### src/rtl/movegen_square_seq.sv
// Per-square move generator with registered destination capture and a valid/ready move-record drain.
// Optional build macro MOVEGEN_PROMO_EN: promotion pending bits emit four records (Q, R, B, N).
module movegen_square_seq #(
  parameter int RANK      = 1,
  parameter int FILE      = 1,
  parameter int NRANKS    = 8,
  parameter int NFILES    = 8,
  parameter int KING_FILE = 5,
  parameter int SQ_W      = 6
) (
  input  logic            clk,
  input  logic            rst,
  input  logic            in_pos_valid,
  input  logic [3:0]      in_pos_data,
  output logic [3:0]      out_pos_data,
  input  logic            wtp,
  input  logic            emit_move,
  input  logic            capture,
  input  logic            flush,
  input  logic [3:0]      i_castle_rights,
  output logic [1:0]      o_pawn_push,
  input  logic [1:0]      i_pawn_push,
  output logic [3:0]      o_pawn_take,
  input  logic [3:0]      i_pawn_take,
  output logic [7:0]      o_king,
  input  logic [7:0]      i_king,
  output logic [7:0]      o_slide,
  input  logic [7:0]      i_slide,
  output logic [7:0]      o_knight,
  input  logic [7:0]      i_knight,
  output logic            o_castle_e,
  output logic            o_castle_w,
  input  logic            i_castle_e,
  input  logic            i_castle_w,
  output logic            o_busy,
  output logic            o_mv_valid,
  input  logic            i_mv_ready,
  output logic [SQ_W-1:0] o_mv_to,
  output logic [2:0]      o_mv_kind,
  output logic [2:0]      o_mv_dir,
  output logic [1:0]      o_mv_promo
);

  localparam logic [SQ_W-1:0] TO_SQ = SQ_W'((RANK - 1) * NFILES + (FILE - 1));
  localparam bit BACK_RANK = (RANK == 1) || (RANK == NRANKS);
  localparam bit KING_SQ   = BACK_RANK && (FILE == KING_FILE);
  localparam bit DBL_N     = (RANK == 3);
  localparam bit DBL_S     = (RANK == NRANKS - 2);
  localparam bit CAS_E_TGT = (FILE == KING_FILE + 2);
  localparam bit CAS_W_TGT = (FILE == KING_FILE - 2);
`ifdef MOVEGEN_PROMO_EN
  // bits 0,2,5 promote travelling north on the last rank; bits 1,3,4 travelling south on rank 1
  localparam logic [31:0] PROMO_MASK = ((RANK == NRANKS) ? 32'h0000_0025 : 32'h0000_0000) |
                                       ((RANK == 1)      ? 32'h0000_001A : 32'h0000_0000);
`endif

  typedef enum logic [0:0] {IDLE = 1'b0, DRAIN = 1'b1} state_t;

  logic [3:0]  pos_r;
  logic [31:0] pend_r, pend_nxt, cap_s;
  state_t      state_r, state_nxt;
  logic        empty_s, oppos_s, dest_s;
  logic [4:0]  cur_idx_s, nxt_idx_s;
  logic [5:0]  nxt_rec_s;
  logic        valid_r, busy_r;
  logic [2:0]  kind_r, dir_r;
  logic [1:0]  promo_r;
`ifdef MOVEGEN_PROMO_EN
  logic [1:0]  promo_cnt_r, promo_nxt;
`endif

  function automatic logic [4:0] low_idx(input logic [31:0] v);
    logic [4:0] idx;
    idx = 5'd0;
    for (int i = 31; i >= 0; i--) idx = v[i] ? 5'(i) : idx;
    return idx;
  endfunction

  // Map a pending-vector index onto {kind, dir}.
  function automatic logic [5:0] rec_of(input logic [4:0] idx);
    logic [5:0] r;
    if (idx < 5'd2)       r = {3'd0, 3'(idx)};
    else if (idx < 5'd6)  r = {3'd1, 3'(idx - 5'd2)};
    else if (idx < 5'd14) r = {3'd2, 3'(idx - 5'd6)};
    else if (idx < 5'd22) r = {3'd3, 3'(idx - 5'd14)};
    else if (idx < 5'd30) r = {3'd4, 3'(idx - 5'd22)};
    else                  r = {3'd5, 3'(idx - 5'd30)};
    return r;
  endfunction

  assign empty_s = (pos_r == 4'd0);
  assign oppos_s = !empty_s && (pos_r[3] != wtp);
  assign dest_s  = empty_s || oppos_s;
  assign out_pos_data = pos_r;
  assign o_mv_to      = TO_SQ;
  assign o_mv_valid   = valid_r;
  assign o_busy       = busy_r;
  assign o_mv_kind    = kind_r;
  assign o_mv_dir     = dir_r;
  assign o_mv_promo   = promo_r;

  // Square contents register.
  always_ff @(posedge clk or posedge rst) begin
    if (rst) pos_r <= 4'd0;
    else if (in_pos_valid) pos_r <= in_pos_data;
    else pos_r <= pos_r;
  end

  // Source-phase signalling driven by the piece on this square.
  always_comb begin
    o_pawn_push = 2'b00;
    o_pawn_take = 4'b0000;
    o_king      = 8'h00;
    o_slide     = 8'h00;
    o_knight    = 8'h00;
    if (emit_move) begin
      o_pawn_push[0] = (pos_r == 4'hE) || (DBL_N && i_pawn_push[0] && empty_s);
      o_pawn_push[1] = (pos_r == 4'h6) || (DBL_S && i_pawn_push[1] && empty_s);
      o_pawn_take    = (pos_r == 4'hE) ? 4'b1001 : ((pos_r == 4'h6) ? 4'b0110 : 4'b0000);
      o_king         = (pos_r[2:0] == 3'd1) ? 8'hFF : 8'h00;
      o_knight       = (pos_r[2:0] == 3'd5) ? 8'hFF : 8'h00;
      o_slide        = (((pos_r[2:0] == 3'd2) || (pos_r[2:0] == 3'd3)) ? 8'h55 : 8'h00) |
                       (((pos_r[2:0] == 3'd2) || (pos_r[2:0] == 3'd4)) ? 8'hAA : 8'h00) |
                       ({8{empty_s}} & i_slide);
    end else begin
      o_pawn_push = 2'b00;
      o_slide     = 8'h00;
    end
  end

  // Castle lines originate at the king home squares and pass over empty back-rank squares.
  always_comb begin
    o_castle_e = 1'b0;
    o_castle_w = 1'b0;
    if (KING_SQ) begin
      o_castle_w = (RANK == 1) ? i_castle_rights[0] : i_castle_rights[2];
      o_castle_e = (RANK == 1) ? i_castle_rights[1] : i_castle_rights[3];
    end else if (BACK_RANK) begin
      o_castle_e = empty_s && i_castle_e;
      o_castle_w = empty_s && i_castle_w;
    end else begin
      o_castle_e = 1'b0;
      o_castle_w = 1'b0;
    end
  end

  assign cap_s = {CAS_W_TGT && i_castle_w && empty_s,
                  CAS_E_TGT && i_castle_e && empty_s,
                  i_knight & {8{dest_s}},
                  i_slide & {8{dest_s}},
                  i_king & {8{dest_s}},
                  i_pawn_take & {4{oppos_s}},
                  i_pawn_push & {2{empty_s}}};

  assign cur_idx_s = low_idx(pend_r);
  assign nxt_idx_s = low_idx(pend_nxt);
  assign nxt_rec_s = rec_of(nxt_idx_s);

  // Capture/drain sequencing; flush overrides capture and handshakes.
  always_comb begin
    state_nxt = state_r;
    pend_nxt  = pend_r;
`ifdef MOVEGEN_PROMO_EN
    promo_nxt = promo_cnt_r;
`endif
    if (flush) begin
      state_nxt = IDLE;
      pend_nxt  = 32'd0;
`ifdef MOVEGEN_PROMO_EN
      promo_nxt = 2'd0;
`endif
    end else begin
      case (state_r)
        IDLE: begin
          if (capture) begin
            pend_nxt  = cap_s;
            state_nxt = (cap_s != 32'd0) ? DRAIN : IDLE;
          end else begin
            state_nxt = IDLE;
          end
        end
        DRAIN: begin
          if (i_mv_ready) begin
`ifdef MOVEGEN_PROMO_EN
            if (PROMO_MASK[cur_idx_s] && (promo_cnt_r != 2'd3)) begin
              promo_nxt = promo_cnt_r + 2'd1;
            end else begin
              pend_nxt  = pend_r & ~(32'd1 << cur_idx_s);
              promo_nxt = 2'd0;
            end
`else
            pend_nxt = pend_r & ~(32'd1 << cur_idx_s);
`endif
            state_nxt = (pend_nxt != 32'd0) ? DRAIN : IDLE;
          end else begin
            state_nxt = DRAIN;
          end
        end
        default: begin
          state_nxt = IDLE;
          pend_nxt  = 32'd0;
        end
      endcase
    end
  end

  // State, pending flags and registered record fields.
  always_ff @(posedge clk or posedge rst) begin
    if (rst) begin
      state_r <= IDLE;
      pend_r  <= 32'd0;
      valid_r <= 1'b0;
      busy_r  <= 1'b0;
      kind_r  <= 3'd0;
      dir_r   <= 3'd0;
      promo_r <= 2'd0;
    end else begin
      state_r <= state_nxt;
      pend_r  <= pend_nxt;
      valid_r <= (state_nxt == DRAIN);
      busy_r  <= (state_nxt != IDLE);
      kind_r  <= nxt_rec_s[5:3];
      dir_r   <= nxt_rec_s[2:0];
`ifdef MOVEGEN_PROMO_EN
      promo_r <= promo_nxt;
`else
      promo_r <= 2'd0;
`endif
    end
  end

`ifdef MOVEGEN_PROMO_EN
  // Promotion piece counter for the record currently presented.
  always_ff @(posedge clk or posedge rst) begin
    if (rst) promo_cnt_r <= 2'd0;
    else promo_cnt_r <= promo_nxt;
  end
`endif

endmodule

### config.mk
export PLATFORM = sky130hd
export DESIGN_NAME = movegen_square_seq
export DESIGN_NICKNAME = d
export VERILOG_FILES = /design/src/rtl/movegen_square_seq.sv
export SDC_FILE = /design/constraint.sdc
export NUM_CORES = 1
export LEC_CHECK = 0
export BUFFER_PORTS_ARGS = -buffer_cell sky130_fd_sc_hd__buf_2
export CELL_PAD_IN_SITES_DETAIL_PLACEMENT = 0
export CELL_PAD_IN_SITES_GLOBAL_PLACEMENT = 2
export CORE_MARGIN = 3
export CORE_UTILIZATION = 32
export CTS_BUF_LIST = sky130_fd_sc_hd__clkbuf_2 sky130_fd_sc_hd__clkbuf_4 sky130_fd_sc_hd__clkbuf_8
export CTS_CLUSTER_SIZE = 14
export DETAILED_ROUTE_END_ITERATION = 8
export HOLD_SLACK_MARGIN = 0.02
export PLACE_DENSITY = 0.95
export SYNTH_ARGS = -nofsm -noshare
export SYNTH_HDL_FRONTEND = slang
export SYNTH_SLANG_ARGS = --single-unit
### constraint.sdc
create_clock -name clk -period 3.8 [get_ports clk]
set_clock_uncertainty 0.05 [all_clocks]
set_input_delay 0.57 -clock clk [delete_from_list [all_inputs] [get_ports clk]]
set_output_delay 0.57 -clock clk [all_outputs]
set_load 0.05 [all_outputs]
* Word-level counts from Yosys, hierarchy flattened
Cells that the tools add are included.
** Storage, ports and cells
- Input port bits :: 48
- Output and inout bits :: 52
- Register bits :: 43
- Logic and storage cells :: 135
** Operators by class
- Equality and inequality tests :: 8
- Reduce and logical (&&, ||, !) cells :: 10
- $lt $le $gt $ge :: 5
- Shift-type cells :: 1
- Bitwise logic cells :: 11
- Muxes and demuxes :: 90
- Add/subtract/negate cells :: 5
** Operators by type and width (number)
- two-way mux 5 bit :: 64
- two-way mux 32 bit :: 3
- case mux 32 bit (2 select lines) :: 1
- nonzero test 32 bit :: 2
- two-way mux 8 bit :: 6
- bitwise AND 32 bit :: 1
- bitwise AND 8 bit :: 4
- inverter 32 bit :: 1
- left shift 1 x 5 -> 32 bit, first input constant :: 1
- two-way mux 6 bit :: 4
- two-way mux 4 bit :: 3
- subtractor 3 bit, second input constant :: 4
- < comparator 5 bit, second input constant :: 2
- OR 7 x 8 -> 8 bit :: 1
- OR 8 bit :: 1
- two-way mux 7 bit :: 1
- equality test 3 x 2 -> 1 bit, second input constant :: 2
- equality test 3 bit, second input constant :: 2
- < comparator 5 x 2 -> 1 bit, second input constant :: 1
- < comparator 5 x 3 -> 1 bit, second input constant :: 1
- < comparator 5 x 4 -> 1 bit, second input constant :: 1
- two-way mux 1 bit :: 5
- bitwise AND 4 bit :: 1
- equality test 4 x 3 -> 1 bit, second input constant :: 1
- 13 further kinds :: 17

* Logic depth before layout (Yosys ltp)
Gate-level depths: netlist of the first run.
- Depth in word-level cells :: 76
- Gate-level depth with buffers :: 15
- Depth with buffers taken out :: 12

* Worst setup path after synthesis of the first run
No wires, ideal clock.
- Path kind :: reg2reg
- Start :: register pos_r[3] (netlist: out_pos_data[3])
- End :: register kind_r[1] (netlist: o_mv_kind[1])
- Buffers on the path :: 3
- Stages on the path, launching flop included :: 14
- Required time :: 3.670 ns
- Arrival :: 3.544 ns
- Setup time :: 0.080 ns
- Clock period less this slack :: 3.674 ns
- Setup slack :: 0.126 ns
- Path through :: dfrtp_1 > buf_2 > xor2_1 > or2_1 > and2_1 > clkbuf_1 > a221o_1 > o31ai_2 > inv_2 > or3b_1 > buf_2 > o311a_4 > or4_1 > o211ai_2
** On the way
- Elaborated cells between the ends (all ways) :: 51
- Classes of those cells :: order compare (4); eq/ne (1); mux (37); bitwise (5); reduce/logical (4)
** RTL lines
- start, declared :: line 59 : logic [3:0] pos_r;
- start signal, assigned :: line 105 : else if (in_pos_valid) pos_r <= in_pos_data;
- start signal, assigned :: line 106 : else pos_r <= pos_r;
- logical NOT 4 bit :: line 91 : assign empty_s = (pos_r == 4'd0);
- logical NOT 1 bit :: line 92 : assign oppos_s = !empty_s && (pos_r[3] != wtp);
- logical AND 1 bit :: line 92
- logical OR 1 bit (*) :: line 93 : assign dest_s = empty_s || oppos_s;
- bitwise AND 8 bit (*) :: line 150 : i_slide & {8{dest_s}},
- two-way mux 32 bit (*) :: line 175 : if (capture) begin
- case mux 32 bit (2 select lines) (*) :: line 173 : case (state_r)
- two-way mux 32 bit (*) :: line 166 : if (flush) begin
- via pend_nxt[18] :: line 60 : logic [31:0] pend_r, pend_nxt, cap_s;
- two-way mux 5 bit (*) (19 in series) :: line 75 : for (int i = 31; i >= 0; i--) idx = v[i] ? 5'(i) : idx;
- < comparator 5 bit :: line 85 : else if (idx < 5'd22) r = {3'd3, 3'(idx - 5'd14)};
- two-way mux 6 bit :: line 85
- two-way mux 6 bit :: line 84 : else if (idx < 5'd14) r = {3'd2, 3'(idx - 5'd6)};
- two-way mux 6 bit :: line 83 : else if (idx < 5'd6) r = {3'd1, 3'(idx - 5'd2)};
- two-way mux 6 bit (*) :: line 82 : if (idx < 5'd2) r = {3'd0, 3'(idx)};
- via nxt_rec_s[4] :: line 64 : logic [5:0] nxt_rec_s;
- end signal, assigned :: line 222 : kind_r <= nxt_rec_s[5:3];
- end, declared :: line 66 : logic [2:0] kind_r, dir_r;
Mark *: on every way through the listed nets, which the timed path passes. The rest lies on a longest branch.
A chain may end at the register's enable or synchronous reset.

* Worst setup path after layout of the first run
- Start :: register pend_r[19]
- End :: register kind_r[0] (netlist: o_mv_kind[0])
** On the way
- Longest elaborated chain between the ends :: 64
- Elaborated cells between the ends (all ways) :: 69
- Classes of those cells :: order compare (5); shift (1); mux (61); bitwise (2)
** RTL lines
- start, declared :: line 60
- start signal, assigned :: line 219 : pend_r <= pend_nxt;
- two-way mux 5 bit (20 in series) :: line 75
- left shift 1 x 5 -> 32 bit :: line 192 : pend_nxt = pend_r & ~(32'd1 << cur_idx_s);
- inverter 32 bit :: line 192
- bitwise AND 32 bit :: line 192
- two-way mux 32 bit :: line 183 : if (i_mv_ready) begin
- case mux 32 bit (2 select lines) (*) :: line 173
- two-way mux 32 bit (*) :: line 166
- two-way mux 5 bit (31 in series) :: line 75
- two-way mux 5 bit (*) :: line 75
- < comparator 5 bit :: line 86 : else if (idx < 5'd30) r = {3'd4, 3'(idx - 5'd22)};
- two-way mux 4 bit :: line 86
- two-way mux 6 bit :: line 85
- two-way mux 6 bit :: line 84
- two-way mux 6 bit :: line 83
- two-way mux 6 bit (*) :: line 82
- via nxt_rec_s[3] :: line 64
Marks and branches as above.

==> results of run 1 <==
==> worst max-delay path by stage <==
stage	depth (start not counted)	to
global placement	11	o_mv_dir[0]
detailed placement	13	o_mv_kind[1]
CTS	11	o_mv_kind[1]
floorplan	13	o_mv_kind[1]
global route	12	o_mv_kind[0]
finish	12	o_mv_kind[0]
==> cells by family (layout without fill, tap and decap cells) <==
| group | after synthesis | in the layout |
|---|---|---|
| XOR/XNOR | 1 | 1 |
| AO/OA/AOI/OAI | 199 | 199 |
| flip-flops | 43 | 43 |
| other | 1 | 8 |
| multiplexers | 5 | 5 |
| buffers and inverters | 77 | 241 |
| AND/OR/NAND/NOR | 274 | 274 |
==> worst max-delay path: cells and delay by family (launching register included) <==
| kind | cells | cell delay, ns |
|---|---|---|
| simple gates | 5 | 1.54 |
| compound gates | 5 | 1.34 |
| flops | 1 | 0.47 |
| buf+inv | 1 | 0.16 |
| mux | 1 | 0.12 |
==> routing by layer <==
layer	share of wire	wire, um	track usage	vias up
met1	0.39	7700	0.324	2718
met4	0.059	1170	0.115	0
met3	0.12	2460	0.0571	106
met2	0.43	8550	0.373	425
li1	-	-	-	2559
met5	0	0	0	-
==> report_power, final <==
part	switching, mW	total (mW)	leakage (nW)	internal (mW)
combinational	1.15	1.86	2.18	0.711
clock	0.182	0.395	0.0612	0.213
sequential	0.0438	0.554	0.565	0.510
total	1.38	2.81	2.80	1.43
==> state kept, by name, summed over array words and instances (netlist names) <==
signal        cells
out_pos_data      4
o_mv_kind         3
o_mv_dir          3
pend_r           32
o_busy            1
==> metrics by stage <==
stage          TNS (ns)  std cells  utilization
4_1_cts               0        943        0.432
5_1_grt         -0.0608        947        0.444
3_3_place_gp          0        935        0.423
2_1_floorplan         0        607            -
6_report       -0.00577        947        0.444
3_5_place_dp          0        935        0.423
==> cells in the final DEF, fill, tap and decap left out, types with 4 or more instances in the layout <==
cell type and instances:
or4_4 4, and2_1 10, clkbuf_8 6, o21a_1 7, nor3_1 13, nor3b_1 5, o31ai_1 6, and3_1 6
mux2_2 4, conb_1 8, o21ai_0 29, or3_1 6, a31oi_1 10, nand3_1 34, nand2_1 55, a21o_1 5
o21bai_1 5, buf_4 122, buf_2 87, nand4_1 12, inv_1 21, dfrtp_1 38, nor4_2 6, nor4_1 14
o211ai_1 7, o31a_1 4, o21ai_1 4, nor2_1 45, a21oi_1 55, a21boi_0 4, a22oi_1 7, nand2b_1 9
dfrtp_2 5, nor2b_1 14, or2_2 8
==> area by class of cell <==
class	instances	area [um2]
Clock inverter	2	35.0
Tap cell	176	220
Multi-Input combinational cell	487	3140
Clock buffer	6	82.6
Inverter	23	86.3
Fill cell	1386	7540
Sequential cell	43	1080
Timing Repair Buffer	210	1370
==> repair_timing <==
| item | CTS | global route |
|---|---|---|
| resized for setup | 1 | 35 |
| endpoints found under the setup margin | 1 | 7 |
| setup buffers | 0 | 4 |
| pin swaps | 0 | 6 |
==> results_dict.tcl, run 1 <==
set metrics [dict create \
    vias_per_cell 6.13 \
    crit_path_cell_trace "or4_1 -> a211oi_2 -> buf_4 -> nand3_1 -> a31oi_1 -> nand3b_1 -> o211a_1 -> or4b_4 -> nor3_4 -> a21boi_1 -> o41ai_1 -> mux2i_1" \
    ys_types 91 \
    first_pass_iters 8 \
    hold_slack_ns 0.344 \
    synth_top_area_frac 0.238 \
    clock_path_buffers 2 \
    dp.final_hpwl_um 16000 \
    fin_crit_sh 1.00 \
    core_um2 13600 \
    yosys.area_share.simple 0.334 \
    final_max_slew_viol_count 0 \
    drc 0 \
    die_w_um 125 \
    peakVddDrop_uv 301 \
    die_h_um 125 \
    r2r_setup_slack_ns -0.006 \
    total_power_mw 2.81 \
    totalWireLength_um 19900 \
    initialDrtViolationCount 711 \
    required_ns 3.94 \
    violations "setup timing" \
    start_util 0.334 \
    grt_pass1_wl_um 30500 \
    setup_ws_ns -0.00577 \
    hp-class "in2async" \
    synthAdderAreaFrac 0 \
    slowest_stage "or4_1" \
    critPathLaunchType "flip-flop" \
    critical_path_class "reg2reg" \
    cts_sinks 43 \
    cts_tree "done" \
    clk_pin_slew_ns 0.09 \
    max_freq_mhz 263 \
    synth_xor_area_frac 0.00193 \
    slew_headroom 0.433 \
    synth_top_family_by_area "simple AND/OR/NAND/NOR gates" \
    hold_buffers 0 \
    grt_remaining_overflow 0 \
    powerDensity_nw_per_um2 467 \
    syn_area_um2 4530 \
    design.portCount 100 \
    crit_arrival_ns 3.94 \
    drv_cap 0 \
    worst-path-max-fanout 5 \
    max_stage_delay_ns 0.58 \
    ys_warn_count 0 \
    final_nets 818 \
    drive_above_1_share 0.375 \
    synthMuxAreaShare 0.0122 \
    synth_compound_area_frac 0.310 \
    dp_slack_ns 0.00626 \
    clk-insertion-delay-late_ns 0.32 \
    worstMarginPinSlew_ns 0.843 \
    yosys-top-cells-area "dfrtp_1 (24%), a21oi_1 (6.2%), buf_4 (4.6%)" \
    avgSynthCellArea_um2 7.54 \
    ys_ff_latch 43 \
    synth_enable_flop_cells 0 \
    vias 5808 \
    yosys.cell_count.top_type "a21oi_1" \
    grt_pass1_vias 5603 \
    synthTopCellsByCount "a21oi_1 (56), nand2_1 (55), nor2_1 (46), dfrtp_1 (43), nand3_1 (35)" \
    setup.worst_path.end_class "flip-flop" \
    synthCells 600 \
    avgRoutedWirePerCell_um 21.0 \
    status "finished, violations left" \
    reg2reg_from "pend_r[19]" \
    startpoint "pend_r[19]" \
    reg2reg_to "o_mv_kind[0]" \
    async_reset_ff_frac 1.00 \
    htree_levels 2 \
    rows 42 \
    drtAntennaViolNets 0 \
    cts_buffers 5 \
    setup_violations 1 \
    antenna_cells 0 \
    ys.flop_type "dfrtp_1" \
    p_leak_nw 2.80 \
    grt.total_usage 0.243 \
    yosysTopAreaCell "dfrtp_1" \
    root_buffer "clkbuf_8" \
    place_area_um2 5730 \
    final_cell_area_um2 6010 \
    gp_congestion 1.17 \
    fin_crit_ns 3.81 \
    dieArea_um2 15600 \
    final-hold-violation-count 0 \
    grt_max_degree 44 \
    area_growth_pct 32.9 \
    synth_seq_area_share 0.238 \
    antenna_found_initial 0 \
    reg2reg_depth 12 \
    io_buffers 87 \
]
(Power assumes the default switching activity.)
==> inputs of run 2 (changes only) <==
--- a/config.mk
+++ b/config.mk
@@ -14,7 +14,7 @@
 export CTS_CLUSTER_SIZE = 14
 export DETAILED_ROUTE_END_ITERATION = 8
 export HOLD_SLACK_MARGIN = 0.02
-export PLACE_DENSITY = 0.95
+export PLACE_DENSITY_LB_ADDON = 0.1
 export SYNTH_ARGS = -nofsm -noshare
 export SYNTH_HDL_FRONTEND = slang
 export SYNTH_SLANG_ARGS = --single-unit
==> run 2 against run 1 <==
The run still ends with setup timing left. Clock-buffer cell count is 1 lower. Combinational power is 15% higher. Worst hold slack better by 0.086 ns. Die area stayed put. Utilization is 3.5 points higher. Cell area is 7.8% higher. Non-clock buffer count is 56 higher. Flip-flop and latch count stayed put. Setup slack worse by 0.015 ns. Critical endpoint is now o_mv_kind[1].
==> results_dict.tcl, run 2 (synthesis results as in run 1) <==
set metrics [dict create \
    fin_crit_ns 3.82 \
    htree_levels 2 \
    final_cells 1003 \
    largest_reg_flops 32 \
    max_freq_mhz 262 \
    crit_arrival_ns 4.02 \
    clk-insertion-delay-late_ns 0.32 \
    grt_pass1_wl_um 34200 \
    final_nets 874 \
    dieArea_um2 15600 \
    grt.total_usage 0.284 \
    vias_per_cell 5.79 \
    drtAntennaViolNets 0 \
    die_h_um 125 \
    power.internal_mw 1.60 \
    avgRoutedWirePerCell_um 23.0 \
    status "finished, violations left" \
    rsz0062_at_grt "true" \
    peakVddDrop_uv 295 \
    slowest_stage "or4_4" \
    io_buffers 87 \
    p_clk_frac 0.127 \
    setup_ws_ns -0.0209 \
    total_power_mw 3.07 \
    p_comb_frac 0.694 \
    clock_path_buffers 2 \
    critPathLaunchType "flip-flop" \
    worst-path-max-fanout 7 \
    final-hold-violation-count 0 \
    gp_congestion 1.02 \
    hp-class "in2async" \
    switching_power_mw 1.47 \
    slew_headroom 0.341 \
    top_register "pend_r" \
    final_common_cell "buf_4" \
    max_stage_delay_ns 0.57 \
    seqPwrFrac 0.179 \
    final_max_slew_viol_count 0 \
    worstMarginPinSlew_ns 0.987 \
    design.portCount 100 \
    core_um2 13600 \
    fin_tns_setup_ns -0.0350 \
    cts_sinks 43 \
    antenna_found_initial 0 \
    drv_cap 0 \
    totalWireLength_um 23000 \
    placed_cells 984 \
    grt_pass1_vias 5667 \
    regArea_um2 1080 \
    drc 0 \
    antenna_cells 0 \
    start_util 0.334 \
    p_leak_nw 3.10 \
    setup_violations 2 \
    clk_pin_slew_ns 0.10 \
    rows 42 \
    critical_path_class "reg2reg" \
    fin_crit_sh 1.01 \
    hold_slack_ns 0.430 \
    required_ns 4.00 \
    vias 5812 \
    drive_above_1_share 0.417 \
    initialDrtViolationCount 576 \
    most-common-layout-cells "buf_4 (174), buf_2 (87), a21oi_1 (56)" \
    violations "setup timing" \
    grt_remaining_overflow 0 \
    post-route-util 0.478 \
    cts_buffers 5 \
    setup.worst_path.end_class "flip-flop" \
    dp.final_hpwl_um 18900 \
    die_w_um 125 \
    multiInputGateArea_um2 3160 \
    area_growth_pct 43.3 \
    powerDensity_nw_per_um2 473 \
    first_pass_iters 8 \
    cts_tree "done" \
    fillerInstances 1384 \
    crit_path_cell_trace "or4_4 -> a211oi_2 -> o21ai_2 -> buf_6 -> a32oi_4 -> buf_6 -> buf_12 -> nand4_1 -> a311o_1 -> or2_4 -> or2_4 -> or4_4 -> o211ai_2" \
    root_buffer "clkbuf_8" \
    grt_max_degree 44 \
    p_sw_frac 0.480 \
]
==> run 2: path summary, 6_finish.rpt <==
| check | start | to | slack [ns] | depth (start not counted) |
|---|---|---|---|---|
| max | pend_r[31] | o_mv_kind[1] | -0.02 | 13 |
| min | rst | o_mv_dir[1] | 0.43 | 2 |
| max reg2reg | pend_r[31] | o_mv_kind[1] | -0.02 | 13 |
| min reg2reg | out_pos_data[1] | out_pos_data[1] | 0.58 | 1 |
| max in group asynchronous | rst | pend_r[17] | 2.61 | 2 |
| min in group clk | in_pos_data[2] | out_pos_data[2] | 0.43 | 2 |
==> run 2: area by class of cell <==
cell class	instances	area share
Multi-Input combinational cell	487	0.488
Timing Repair Buffer	266	0.281
Sequential cell	43	0.166
Tap cell	176	0.0340
Inverter	23	0.0133
Clock buffer	5	0.0106
Clock inverter	3	0.00675
==> run 2: worst max-delay path, delay by kind of cell, from the launching register on <==
family / cells / cell delay (ns)
AND/OR/NAND/NOR: 5 / 1.77
AO/OA/AOI/OAI: 5 / 1.12
flip-flops: 1 / 0.43
buffers and inverters: 3 / 0.38
==> run 2: through the flow <==
step	setup slack (ns)	cell area, um2
floorplan	0.126	4550
global placement	-0.147	6120
detailed placement	-0.184	6120
CTS	-0.0218	6320
global route	-0.153	6480
finish	-0.0209	6480
==> run 2: repair_timing <==
action / CTS / global route
hold buffers: 0 / 0
pin swaps: 2 / 16
endpoints found under the setup margin: 6 / 6
gates resized for setup: 15 / 24
setup buffers: 1 / 10
==> run 2: metal layers <==
| layer | vias up | wire length [um] | global-route usage |
|---|---|---|---|
| li1 | 2680 | - | - |
| met1 | 2752 | 9710 | 0.370 |
| met2 | 335 | 10300 | 0.457 |
| met3 | 45 | 2260 | 0.0733 |
| met4 | 0 | 765 | 0.0989 |
| met5 | - | 0 | 0 |
==> run 2: power by group through the flow <==
stage,clock network [mW],registers (mW),logic (mW)
2_1_floorplan,0,0.677,0.914
3_3_place_gp,0,0.555,1.96
3_5_place_dp,0,0.557,1.95
4_1_cts,0.398,0.549,2.00
5_1_grt,0.418,0.555,2.24
6_report,0.390,0.550,2.13
==> inputs of run 3 (changes only) <==
--- a/config.mk
+++ b/config.mk
@@ -18,3 +18,4 @@
 export SYNTH_ARGS = -nofsm -noshare
 export SYNTH_HDL_FRONTEND = slang
 export SYNTH_SLANG_ARGS = --single-unit
+export TNS_END_PERCENT = 20
==> run 3 against run 2 <==
Worst hold slack lost 0.00075 ns. Highest routed layer unchanged. The flow still finishes with violations (setup timing). Final cell count did not move. Sequential share of layout area about the same. Combinational power is essentially flat. Global-route usage barely moved. Critical endpoint unchanged. Via count grew 0.55%. Utilization about the same. Fmax down 1.1%.
==> results_dict.tcl, run 3 (synthesis results as in run 1) <==
set metrics [dict create \
    status "finished, violations left" \
    violations "setup timing" \
    grt_remaining_overflow 0 \
    die_h_um 125 \
    worstMarginPinSlew_ns 0.982 \
    p_leak_nw 3.09 \
    clk_pin_slew_ns 0.10 \
    fillerInstances 1386 \
    top_register "pend_r" \
    dp.final_hpwl_um 18900 \
    vias_per_cell 5.83 \
    fin_tns_setup_ns -0.147 \
    cts_buffers 5 \
    peakVddDrop_uv 293 \
    reg2reg_from "pend_r[31]" \
    grt_pass1_vias 5667 \
    antenna_found_initial 0 \
    io_buffers 87 \
    area_growth_pct 43.1 \
    final_nets 874 \
    hold_buffers 0 \
    powerDensity_nw_per_um2 474 \
    required_ns 3.99 \
    cts_tree "done" \
    htree_levels 2 \
    grt.total_usage 0.283 \
    gp_congestion 1.02 \
    total_power_mw 3.07 \
    critPathLaunchType "flip-flop" \
    hp-class "in2async" \
    startpoint "pend_r[31]" \
    crit_path_cell_trace "or4_4 -> a211oi_2 -> o21ai_2 -> buf_6 -> a32oi_4 -> buf_6 -> buf_12 -> nand4_1 -> a311o_1 -> or2_4 -> or2_4 -> or4_4 -> o211ai_2" \
    slew_headroom 0.344 \
    setup_ws_ns -0.0630 \
    reg2reg_to "o_mv_kind[1]" \
    most-common-layout-cells "buf_4 (174), buf_2 (87), a21oi_1 (56)" \
    avgRoutedWirePerCell_um 23.0 \
    setup.worst_path.end_class "flip-flop" \
    grt_pass1_wl_um 34100 \
    final-hold-violation-count 0 \
    worst-path-max-fanout 7 \
    drive_above_1_share 0.415 \
    fin_crit_ns 3.86 \
    design.portCount 100 \
    critical_path_class "reg2reg" \
    grt_max_degree 44 \
    cts_sinks 43 \
    core_um2 13600 \
    start_util 0.334 \
    drv_cap 0 \
    fin_crit_sh 1.02 \
    crit_path_end "o_mv_kind[1]" \
    vias 5844 \
    final_common_cell "buf_4" \
    largest_reg_flops 32 \
    max_stage_delay_ns 0.57 \
    rows 42 \
    antenna_cells 0 \
    drtAntennaViolNets 0 \
    rsz0062_at_grt "true" \
    dieArea_um2 15600 \
    root_buffer "clkbuf_8" \
    totalWireLength_um 23100 \
    slowest_stage "or4_4" \
    first_pass_iters 5 \
    setup_violations 3 \
    max_freq_mhz 259 \
    drc 0 \
    clk-insertion-delay-late_ns 0.32 \
    final_max_slew_viol_count 0 \
    reg2reg_depth 13 \
    r2r_setup_slack_ns -0.06 \
    clock_path_buffers 2 \
    crit_arrival_ns 4.06 \
    initialDrtViolationCount 549 \
    die_w_um 125 \
]
run 3: cell count changes in the layout (fill, tap and decap cells not counted):
cell / previous run / this run
o21ai_1: 6 / 5
dfrtp_1: 41 / 42
o21ai_0: 27 / 28
dfrtp_2: 2 / 1
o31ai_1: 4 / 5
o31ai_2: 3 / 2
run 3: layout make-up:
class | instances | area (um2) | area share
repair buffers | 266 | 1820 | 0.282
clock inverters | 3 | 43.8 | 0.00676
clock buffers | 5 | 68.8 | 0.0106
well taps | 176 | 220 | 0.0340
flip-flops and latches | 43 | 1080 | 0.166
multi-input cells | 487 | 3160 | 0.487
inverters | 23 | 86.3 | 0.0133
run 3: how the worst min path moves through the flow:
stage	from	to	slack (ns)	cells past startpoint
CTS	in_pos_data[2]	out_pos_data[2]	0.43	2
global route	in_pos_data[2]	out_pos_data[2]	0.43	2
floorplan	pend_r[30]	pend_r[30]	0.50	2
detailed placement	out_pos_data[1]	out_pos_data[1]	0.55	1
finish	rst	o_mv_dir[1]	0.43	2
global placement	out_pos_data[1]	out_pos_data[1]	0.54	1
run 3: metal layers:
| layer | share of wire | track usage | routed length [um] |
|---|---|---|---|
| met1 | 0.42 | 0.367 | 9620 |
| met2 | 0.44 | 0.455 | 10200 |
| met3 | 0.11 | 0.0776 | 2450 |
| met4 | 0.036 | 0.101 | 828 |
| met5 | 0 | 0 | 0 |
run 3: repair_timing:
item,CTS,global route
gates resized for setup,8,28
endpoints found under the setup margin,6,7
buffers inserted,1,10
pin swaps,2,16
run 3: report_power, final:
group	leakage, nW	internal, mW	total (mW)	switching [mW]
clock	0.0581	0.196	0.392	0.195
sequential	0.571	0.509	0.550	0.0405
combinational	2.47	0.890	2.13	1.24
run 3: through the flow:
step	hold slack, ns	instance area, um2	cells	setup WS [ns]	util
2_1_floorplan	0.497	4550	607	0.126	-
3_3_place_gp	0.539	6120	984	-0.147	0.452
3_5_place_dp	0.551	6120	984	-0.184	0.452
4_1_cts	0.428	6290	993	-0.0519	0.464
5_1_grt	0.430	6480	1003	-0.157	0.478
6_report	0.429	6480	1003	-0.0630	0.478
run 3: worst max-delay path: cells and delay by family, from the launching register on:
kind / cells / cell delay (ns)
flip-flops: 1 / 0.44
AND/OR/NAND/NOR: 5 / 1.78
AO/OA/AOI/OAI: 5 / 1.13
buffers and inverters: 3 / 0.38
